===== config.mk =====
export PLATFORM = sky130hd
export DESIGN_NAME = instr_fetch_flat
export DESIGN_NICKNAME = d
export VERILOG_FILES = /design/src/rtl/instr_fetch_if.sv /design/src/rtl/instr_fetch.sv /design/src/flat_wrapper.sv
export SDC_FILE = /design/constraint.sdc
export NUM_CORES = 1
export LEC_CHECK = 0
export ABC_CLOCK_PERIOD_IN_PS = 1900
export CAP_MARGIN = 20
export CORE_MARGIN = 8
export CORE_UTILIZATION = 36
export DETAILED_ROUTE_END_ITERATION = 10
export HOLD_SLACK_MARGIN = 0.03
export PLACE_DENSITY_LB_ADDON = 0.12
export SYNTH_ARGS = -nofsm -noshare
export SYNTH_HDL_FRONTEND = slang
export SYNTH_SLANG_ARGS = --single-unit

===== constraint.sdc =====
create_clock -name clk -period 1.9 [get_ports clk]
set_clock_uncertainty 0.05 [all_clocks]
set_input_delay 0.38 -clock clk [delete_from_list [all_inputs] [get_ports clk]]
set_output_delay 0.38 -clock clk [all_outputs]
set_load 0.03 [all_outputs]

===== src/rtl/instr_fetch_if.sv =====
// Instruction-fetch bus: program-memory handshake plus the issue port to the control unit.
// master is the fetch unit, slave is the memory/control-unit side.
interface instr_fetch_if #(
    parameter int unsigned ProgDepth = 32
);
    localparam int unsigned AddrW = $clog2(ProgDepth);

    logic             start;
    logic             mem_rd;
    logic [AddrW-1:0] mem_addr;
    logic [7:0]       mem_data;
    logic             mem_ready;
    logic             stall;
    logic             branch_en;
    logic [AddrW-1:0] branch_addr;
    logic             en;
    logic [2:0]       opcode;
    logic [4:0]       operand;
    logic [AddrW-1:0] pc;
    logic             halted;

    modport master (
        input  start, mem_data, mem_ready, stall, branch_en, branch_addr,
        output mem_rd, mem_addr, en, opcode, operand, pc, halted
    );

    modport slave (
        output start, mem_data, mem_ready, stall, branch_en, branch_addr,
        input  mem_rd, mem_addr, en, opcode, operand, pc, halted
    );
endinterface


===== src/rtl/instr_fetch.sv =====
// Instruction fetch unit: reads program memory at PC, latches the word into IR and issues
// it to the control unit with a one-cycle strobe; branches flush, a halt opcode parks the unit.
module instr_fetch #(
    parameter int unsigned ProgDepth = 32,
    parameter logic [2:0]  HaltOp    = 3'b111
) (
    input logic            clk,
    input logic            rst_n,
    instr_fetch_if.master  bus
);
    localparam int unsigned AddrW = $clog2(ProgDepth);

    typedef enum logic [1:0] {StIdle, StFetch, StIssue, StHalt} state_e;

    state_e           state_q, state_d;
    logic [AddrW-1:0] pc_q, pc_d, pc_inc;
    logic [7:0]       ir_q, ir_d;
    logic             ir_is_halt;

    assign ir_is_halt = (ir_q[7:5] == HaltOp);
    // Explicit wrap so a non-power-of-two depth still stays inside the program.
    assign pc_inc     = (pc_q == AddrW'(ProgDepth - 1)) ? '0 : pc_q + 1'b1;

    always_ff @(posedge clk or negedge rst_n) begin
        if (!rst_n) begin
            state_q <= StIdle;
            pc_q    <= '0;
            ir_q    <= '0;
        end else begin
            state_q <= state_d;
            pc_q    <= pc_d;
            ir_q    <= ir_d;
        end
    end

    always_comb begin
        state_d = state_q;
        pc_d    = pc_q;
        ir_d    = ir_q;
        unique case (state_q)
            StIdle, StHalt: begin
                if (bus.start) state_d = StFetch;
            end
            StFetch: begin
                // Branch wins over a returning word: the fetched data is dropped.
                if (bus.branch_en) begin
                    pc_d = bus.branch_addr;
                end else if (bus.mem_ready) begin
                    ir_d    = bus.mem_data;
                    pc_d    = pc_inc;
                    state_d = StIssue;
                end
            end
            StIssue: begin
                if (bus.branch_en) begin
                    pc_d    = bus.branch_addr;
                    state_d = StFetch;
                end else if (!bus.stall) begin
                    state_d = ir_is_halt ? StHalt : StFetch;
                end
            end
        endcase
    end

    always_comb begin
        bus.mem_rd = (state_q == StFetch);
        bus.en     = (state_q == StIssue) && !bus.stall && !bus.branch_en && !ir_is_halt;
        bus.halted = (state_q == StHalt);
    end

    assign bus.mem_addr = pc_q;
    assign bus.pc       = pc_q;
    assign bus.opcode   = ir_q[7:5];
    assign bus.operand  = ir_q[4:0];
endmodule


===== src/flat_wrapper.sv =====
// flat-port wrapper written by rule: the top's interface ports become plain ports
module instr_fetch_flat 
#(
    parameter int unsigned ProgDepth = 32,
    parameter logic [2:0]  HaltOp    = 3'b111
)
  (clk, rst_n, bus_start, bus_mem_data, bus_mem_ready, bus_stall, bus_branch_en, bus_branch_addr, bus_mem_rd, bus_mem_addr, bus_en, bus_opcode, bus_operand, bus_pc, bus_halted);
  instr_fetch_if #(.ProgDepth(ProgDepth)) bus_i ();
  input logic clk;
  input logic rst_n;
  input wire logic [$bits(bus_i.start)-1:0] bus_start;
  input wire logic [$bits(bus_i.mem_data)-1:0] bus_mem_data;
  input wire logic [$bits(bus_i.mem_ready)-1:0] bus_mem_ready;
  input wire logic [$bits(bus_i.stall)-1:0] bus_stall;
  input wire logic [$bits(bus_i.branch_en)-1:0] bus_branch_en;
  input wire logic [$bits(bus_i.branch_addr)-1:0] bus_branch_addr;
  output wire logic [$bits(bus_i.mem_rd)-1:0] bus_mem_rd;
  output wire logic [$bits(bus_i.mem_addr)-1:0] bus_mem_addr;
  output wire logic [$bits(bus_i.en)-1:0] bus_en;
  output wire logic [$bits(bus_i.opcode)-1:0] bus_opcode;
  output wire logic [$bits(bus_i.operand)-1:0] bus_operand;
  output wire logic [$bits(bus_i.pc)-1:0] bus_pc;
  output wire logic [$bits(bus_i.halted)-1:0] bus_halted;
  assign bus_i.start = bus_start;
  assign bus_i.mem_data = bus_mem_data;
  assign bus_i.mem_ready = bus_mem_ready;
  assign bus_i.stall = bus_stall;
  assign bus_i.branch_en = bus_branch_en;
  assign bus_i.branch_addr = bus_branch_addr;
  assign bus_mem_rd = bus_i.mem_rd;
  assign bus_mem_addr = bus_i.mem_addr;
  assign bus_en = bus_i.en;
  assign bus_opcode = bus_i.opcode;
  assign bus_operand = bus_i.operand;
  assign bus_pc = bus_i.pc;
  assign bus_halted = bus_i.halted;
  instr_fetch #(.ProgDepth(ProgDepth), .HaltOp(HaltOp)) u_core (.clk(clk), .rst_n(rst_n), .bus(bus_i));
endmodule

# After elaboration in Yosys (flattened, before gate mapping)
# Cells that the tools add are included.
[classes]
add_sub_neg = 1
mul = 0
n_div = 0
n_lt_le_gt_ge = 0
n_eq_ne = 11
shift = 0
mux = 12
bitwise_logic = 1
reduce_logical = 12
[op_table]
columns = ["op", "n"]
rows = [
  ["two-way mux 5 bit", 4],
  ["two-way mux 2 bit", 6],
  ["case mux 5 bit (2 select lines)", 1],
  ["inequality test 2 bit (second input constant)", 4],
  ["inequality test 3 bit (second input constant)", 2],
  ["case mux 2 bit (3 select lines)", 1],
  ["AND reduction 3 bit", 2],
  ["adder 5 x 1 -> 5 bit (second input constant)", 1],
  ["equality test 5 bit (second input constant)", 1],
  ["equality test 2 bit (second input constant)", 2],
  ["AND reduction 4 bit", 1],
  ["equality test 3 bit (second input constant)", 1],
  ["logical AND 1 bit", 3],
  ["zero test 1 bit", 3],
  ["equality test 2 x 1 -> 1 bit (second input constant)", 1],
  ["zero test 2 bit", 1],
  ["nonzero test 2 bit", 1],
  ["OR reduction 2 bit", 1],
  ["NOT 1 bit", 1],
]
[totals]
register_bits = 15
latch_bits = 0
ram_bits = 0
mem_bits_ro = 0
input_bits = 19
out_inout_bits = 21
n_memories = 0

# Logic depth before layout (Yosys ltp)
# Gate-level depths: netlist of run 1.
[depth]
ltp_word = 5
mapped_depth = 6

# Least setup slack after synthesis of run 1
# Ideal clock, no wire load.
[synth_timing]
path_type = "reg-to-output"
startpoint = "register u_core.state_q[0]"
endpoint = "output port bus_en"
arrival_time_ns = 1.537
required_time_ns = 1.470
path_slack_ns = -0.067
path_stages_with_launch = 5
path_buffers = 0
cell_sequence = "dfrtp_1 inv_1 ha_1 nand2b_1 nor3b_1"
[synth_via]
elab_chain_cells = 4
[synth_rtl]
columns = ["element", "line_no", "source"]
rows = [
  ["start: declaration", "instr_fetch.sv:15", "state_e state_q, state_d;"],
  ["start signal: assignment", "instr_fetch.sv:26", "state_q <= StIdle;"],
  ["start signal: assignment", "instr_fetch.sv:30", "state_q <= state_d;"],
  ["equality test 2 bit", "instr_fetch.sv:67", "bus.en = (state_q == StIssue) && !bus.stall && !bus.branch_en && !ir_is_halt;"],
  ["logical AND 1 bit (3 in series)", "instr_fetch.sv:67", ""],
  ["end: declaration", "flat_wrapper.sv:19", "output wire logic [$bits(bus_i.en)-1:0] bus_en;"],
]
# Every way passes these cells.

# Worst setup path in the final report of run 1
[layout_timing]
startpoint = "register u_core.pc_q[0], in the netlist u_core.bus.mem_addr[0]"
endpoint = "register u_core.pc_q[3], in the netlist u_core.bus.mem_addr[3]"
[layout_via]
elab_chain_cells = 5
elab_cells_between_ends = 6
[layout_rtl]
columns = ["element", "line_no", "source"]
rows = [
  ["start: declaration", "instr_fetch.sv:16", "logic [AddrW-1:0] pc_q, pc_d, pc_inc;"],
  ["start signal: assignment", "instr_fetch.sv:31", "pc_q <= pc_d;"],
  ["adder 5 x 1 -> 5 bit or equality test 5 bit (tied branches)", "instr_fetch.sv:22", "assign pc_inc = (pc_q == AddrW'(ProgDepth - 1)) ? '0 : pc_q + 1'b1;"],
  ["two-way mux 5 bit (*)", "instr_fetch.sv:22", ""],
  ["two-way mux 5 bit (*)", "instr_fetch.sv:48", "end else if (bus.mem_ready) begin"],
  ["two-way mux 5 bit (*)", "instr_fetch.sv:46", "if (bus.branch_en) begin"],
  ["case mux 5 bit (2 select lines) (*)", "instr_fetch.sv:40", "unique case (state_q)"],
]
# Mark *: on every way between the ends. The rest lies on a longest branch, timed or not. The select of a mux whose other input is x is not followed.
# A chain may end at the register's enable or synchronous reset.

==> run_results.csv, run 1 <==
group,metric,value,unit
pwr,power.internal,0.00141,W
synth,synth_fp_nets,100,
cts,clock_sinks,15,
sta,worst_slew_pin_slew,370,ps
synth,avgSynthCellArea,11.6,um^2
floorplanning,die_h,65.5,um
layout,area_growth,57.1,%
sta,final-hold-violation-count,0,
routing,vias,728,
setup_path,slowest_stage,"dfrtp_2",
cts,clock-root-buffer,"clkbuf_4",
synth,syn_area,883,um^2
floorplanning,core,2410,um^2
sta,max_freq,539,MHz
layout,antennaDiodeCount,0,
global_routing,grt_pass1_vias,718,
layout,drive_gt1_frac,0.281,
pwr,seq_power_share,0.248,
run_status,status,"complete, no violations",
synth,ys_types,30,
setup_path,start_kind,"flip-flop",
routing,antenna_left,0,
sta,rsz0062_at_grt,"yes",
setup_path,cp_top_family,"simple AND/OR/NAND/NOR gates",
cts,post_cts.repair.setup_buffers,0,
pwr,p_sw,0.00111,W
run,drv_cap,0,
cts,cts_tree,"yes",
placement,place_inst,147,
setup_path,critical_path_class,"reg -> reg",
routing,first_pass_iters,3,
pwr,pwr-share-comb,0.685,
cts,insertion_delay,270,ps
placement,place_hpwl,1660,um
layout,fillers,224,
setup_path,worstReg2RegStart,"u_core.bus.mem_addr[0]",
synth,synth_largest_area_cell,"dfrtp_1",
setup_path,critical_path.cell_chain,"ha_1 -> and3_1 -> ha_1 -> or3_4 -> o31ai_2 -> o2bb2ai_1",
layout,multi_input_area,487,um^2
synth,postSynthCellCount,76,
layout,stdcell_count,151,
layout,num-nets-final,146,
pwr,swShare,0.441,
setup_path,crit_required,2040,ps
sta,setup_viol,0,
worst_hold_path,hold_path.class,"in -> async",
setup_path,cpMostUsedCell,"ha_1",
pwr,vdd_drop_max,1.01,mV
sta,slew_violations,0,
global_routing,antenna_found_initial,0,
layout,final_cell_area,1390,um^2
global_routing,track_usage,0.0931,
placement,placed_area,1330,um^2
cts,cts_buffers,3,
synth,synth_common_cells,"15 x dfrtp_1, 10 x mux2_2, 6 x buf_4",
cts,clk_pin_slew,80,ps
routing,drc,0,
cts,clockBufferDepth,2,
synth,yosys_warnings,0,
synth,synth-seq-area-share,0.425,
floorplanning,initial_core_util,0.367,
routing,avgRoutedWirePerCell,13.3,um
setup_path,crit_path_start,"u_core.bus.mem_addr[0]",
pwr,p_clk_frac,0.068,
synth,synth-seq-cells,15,
floorplanning,fp.dieW,65.5,um
synth,synth-main-ff-cell,"dfrtp_1",
routing,wirelength,2010,um
setup_path,arrival,2000,ps
placement,place_congestion,0.768,
setup_path,cpPeakStageDelay,410,ps
floorplanning,pin_count,40,
global_routing,overflow,0,
cts,h-tree-depth,1,
sta,setup_tns,0,ps
setup_path,cp_max_fo,3,
pwr,p_per_area,1810,nW/um^2
setup_path,worst-path-buf-inv,0,
routing,drt-initial-drc-count,23,
synth,async_flop_share,1.00,
synth,synth_top_area_share,0.425,
sta,min_period_over_period,0.977,
sta,whs,359,ps
pwr,power_leakage,0.593,nW
floorplanning,dieArea,4290,um^2
synth,yosys-top-cells-area,"dfrtp_1 42%, mux2_2 13%, ha_1 7.1%",
synth,synth_edf_count,0,
sta,relSlewSlack,0.747,
global_routing,grt_max_degree,16,
global_routing,grt_pass1_wl,3220,um
routing,vias_per_cell,4.82,
setup_path,endpoint_kind,"flip-flop",
synth,yosysMostFrequentCell,"dfrtp_1",
layout,register_area,378,um^2
placement,io_buffer_count,39,
layout,final_core_util,0.576,
floorplanning,row_count,18,
sta,post-route-min-period,1860,ps
-- power groups by stage --
| stage | sequential, W | clock, W | combinational, W |
|---|---|---|---|
| after floorplan | 0.000899 | 0 | 0.000828 |
| after global placement | 0.000619 | 0 | 0.00171 |
| after detailed placement | 0.000624 | 0 | 0.00171 |
| after CTS | 0.000622 | 0.000182 | 0.00173 |
| after global routing | 0.000650 | 0.000190 | 0.00184 |
| final | 0.000623 | 0.000170 | 0.00172 |
-- through the flow --
| stage | total power (W) | setup slack (ps) |
|---|---|---|
| CTS | 0.00254 | 13.1 |
| global placement | 0.00233 | -11.8 |
| global route | 0.00268 | -35.3 |
| finish | 0.00251 | 43.7 |
| detailed placement | 0.00234 | -40.4 |
| floorplan | 0.00173 | 9.18 |
-- layout by cell type, fill, tap and decap left out, drive strengths merged --
cell type,Yosys,final
a21boi,1,1
nor3,3,3
mux2,13,13
or3,1,1
clkdlybuf4s50,0,35
clkbuf,0,4
nor4,1,1
dfrtp,15,15
a21o,2,2
a221oi,1,1
ha,5,5
nand2b,3,3
nand2,1,1
o22ai,1,1
inv,3,3
o41a,1,1
o2bb2ai,1,1
a211oi,1,1
o21ai,5,5
and2b,1,1
buf,6,9
nand3,2,2
o32a,1,1
o31ai,1,1
dlymetal6s2s,0,1
and3,1,1
nor3b,2,2
nor2,1,1
nor2b,2,2
dlygate4sd2,0,2
a2111oi,1,1
-- area by class of cell --
type | instances | share of cell area
Multi-Input combinational cell | 52 | 0.351
Timing Repair Buffer | 47 | 0.323
Sequential cell | 15 | 0.272
Inverter | 3 | 0.00812
Clock buffer | 4 | 0.0189
Tap cell | 30 | 0.0271
-- registers in the layout (all words and copies together), names as in the netlist --
signal               count
u_core.bus.mem_addr      5
u_core.state_q           2
u_core.ir_q              8
-- routing by layer --
metal | GRT usage | wire [um] | up-vias
met5 | 0 | 0 | -
met4 | 0.0490 | 8 | 0
met3 | 0.0391 | 153 | 2
met2 | 0.145 | 975 | 20
met1 | 0.106 | 870 | 341
li1 | - | - | 365
-- logic make-up (layout without fill, tap and decap cells) --
logic type               Yosys count  after routing  synth area share
AND/OR/NAND/NOR                   18             18             0.143
multiplexers                      13             13             0.166
flip-flops                        15             15             0.425
adder cells (fa/ha/maj)            5              5            0.0708
AO/OA/AOI/OAI                     16             16             0.132
buffers and inverters              9             54            0.0637
-- path summary, 6_finish.rpt --
check                                         end  slack (ps)  cells after the start
setup / recovery           u_core.bus.mem_addr[3]          40                      6
hold / removal                     u_core.ir_q[0]         360                      2
setup reg to reg           u_core.bus.mem_addr[3]          40                      6
hold reg to reg                    u_core.ir_q[0]         460                      1
max in group asynchronous  u_core.bus.mem_addr[1]        1260                      2
min in group clk                   u_core.ir_q[0]         460                      1
-- what timing repair did --
item | CTS | global route
endpoints found under the setup margin | 3 | 4
pin swaps | 0 | 0
resized for setup | 4 | 5
endpoints found under the hold margin | 0 | 0
hold buffers | 0 | 0
No activity file was read; power rests on OpenSTA's default activity.
==> run 2, diff against run 1 <==
ABC_AREA = 0   (was not set)
REMOVE_ABC_BUFFERS = 1   (was not set)
==> run_results.csv, run 2 (synthesis results as in run 1) <==
group,metric,value,unit
run_status,status,"complete, but fails checks",
run_status,violations,"negative setup slack",
cts,clock-root-buffer,"clkbuf_4",
pwr,power.internal,0.00139,W
cts,cts_buffers,3,
cts,insertion_delay,270,ps
pwr,swShare,0.449,
sta,post-route-min-period,1940,ps
placement,io_buffer_count,39,
cts,clk_pin_slew,80,ps
layout,drive_gt1_frac,0.248,
routing,drt-initial-drc-count,15,
global_routing,grt_pass1_vias,850,
floorplanning,core,2410,um^2
setup_path,critical_path_class,"in -> out",
pwr,p_total,0.00253,W
cts,clock_sinks,15,
floorplanning,row_count,18,
setup_path,start_kind,"input port",
sta,relSlewSlack,0.772,
layout,area_growth,56.8,%
global_routing,grt_pass1_wl,3690,um
routing,vias_per_cell,4.92,
setup_path,rrSetupSlack,50,ps
placement,place_ws,-76.6,ps
setup_path,arrival,1510,ps
floorplanning,pin_count,40,
layout,final_common_cell,"clkdlybuf4s50_1",
sta,setup_viol,1,
layout,antennaDiodeCount,0,
routing,wirelength,2260,um
pwr,power_leakage,0.641,nW
global_routing,track_usage,0.106,
global_routing,grt_max_degree,10,
layout,largest_register_ffs,8,
routing,first_pass_iters,3,
layout,fillers,213,
placement,placed_area,1320,um^2
routing,antenna_left,0,
run,drv_cap,0,
sta,min_period_over_period,1.02,
cts,clockBufferDepth,2,
cts,holdBufCountCts,0,
floorplanning,die_h,65.5,um
layout,final_cell_area,1390,um^2
pwr,p_clk_frac,0.066,
cts,cts_tree,"yes",
sta,setup_tns,-44.0,ps
pwr,vdd_drop_max,1.11,mV
global_routing,overflow,0,
floorplanning,fp.dieW,65.5,um
cts,h-tree-depth,1,
layout,final_cell_mix,"30 x clkdlybuf4s50_1, 15 x dfrtp_1, 10 x mux2_2",
pwr,p_per_area,1820,nW/um^2
routing,avgRoutedWirePerCell,15.0,um
cts,cts_resized,4,
pwr,pwr-share-comb,0.686,
sta,slew_violations,0,
sta,max_freq,514,MHz
sta,final-hold-violation-count,0,
routing,vias,743,
setup_path,cp_max_fo,5,
sta,worst_slew_pin_slew,334,ps
setup_path,crit_required,1470,ps
setup_path,endpoint_kind,"output port",
pwr,seq_power_share,0.248,
floorplanning,dieArea,4290,um^2
placement,place_congestion,0.794,
worst_hold_path,hold_path.class,"in -> async",
floorplanning,initial_core_util,0.367,
layout,num-nets-final,146,
routing,drc,0,
sta,finalWorstSetupSlack,-44.0,ps
global_routing,antenna_found_initial,0,
cts,post_cts.repair.setup_buffers,0,
pwr,p_sw,0.00113,W
placement,place_hpwl,1770,um
layout,top_register,"u_core.ir_q",
## run 2: changes by cell type in the layout (fill, tap and decap cells not counted), moves of 2 or more
| cell | delta |
|---|---|
| dfrtp_2 | -2 |
| clkdlybuf4s50_1 | -5 |
| dfrtp_1 | +2 |
| dlymetal6s2s_1 | +5 |
## run 2: worst paths after layout
| check | startpoint | to | cells past startpoint |
|---|---|---|---|
| setup / recovery | bus_branch_en | bus_en | 4 |
| hold / removal | rst_n | u_core.ir_q[4] | 1 |
| setup reg to reg | u_core.bus.mem_addr[0] | u_core.bus.mem_addr[3] | 6 |
| hold reg to reg | u_core.ir_q[3] | u_core.ir_q[3] | 1 |
| max in group asynchronous | rst_n | u_core.state_q[1] | 2 |
| min in group clk | u_core.ir_q[3] | u_core.ir_q[3] | 1 |
## run 2: critical path, cell delays in order
cell and delay, ps:
clkdlybuf4s50_1 480, nand2b_1 230, nor3b_2 220, buf_4 200
## run 2: cell type report
cell class              instances  area [um^2]  share of cell area
flip-flops and latches         15          375               0.271
multi-input cells              52          474               0.342
inverters                       3         11.3             0.00813
well taps                      30         37.5              0.0271
clock buffers                   4         26.3              0.0190
repair buffers                 47          460               0.332
## run 2: power groups by stage
stage / Clock [W] / Sequential [W] / Combinational [W]
after global placement: 0 / 0.000617 / 0.00171
after CTS: 0.000177 / 0.000624 / 0.00175
after global routing: 0.000195 / 0.000653 / 0.00187
after floorplan: 0 / 0.00101 / 0.000635
after detailed placement: 0 / 0.000624 / 0.00172
final: 0.000166 / 0.000626 / 0.00173
## run 2: layer usage
| metal | up-vias | share of wire | GRT usage |
|---|---|---|---|
| met5 | - | 0 | 0 |
| met4 | 0 | 0.0071 | 0.0518 |
| met3 | 2 | 0.11 | 0.0578 |
| met2 | 26 | 0.48 | 0.173 |
| met1 | 349 | 0.39 | 0.109 |
| li1 | 366 | - | - |
## run 2: through the flow
step / util / hold slack [ps] / std cells
floorplan: - / 34.4 / 70
global placement: 0.549 / 436 / 147
detailed placement: 0.549 / 448 / 147
CTS: 0.564 / 330 / 151
global route: 0.575 / 341 / 151
finish: 0.575 / 324 / 151
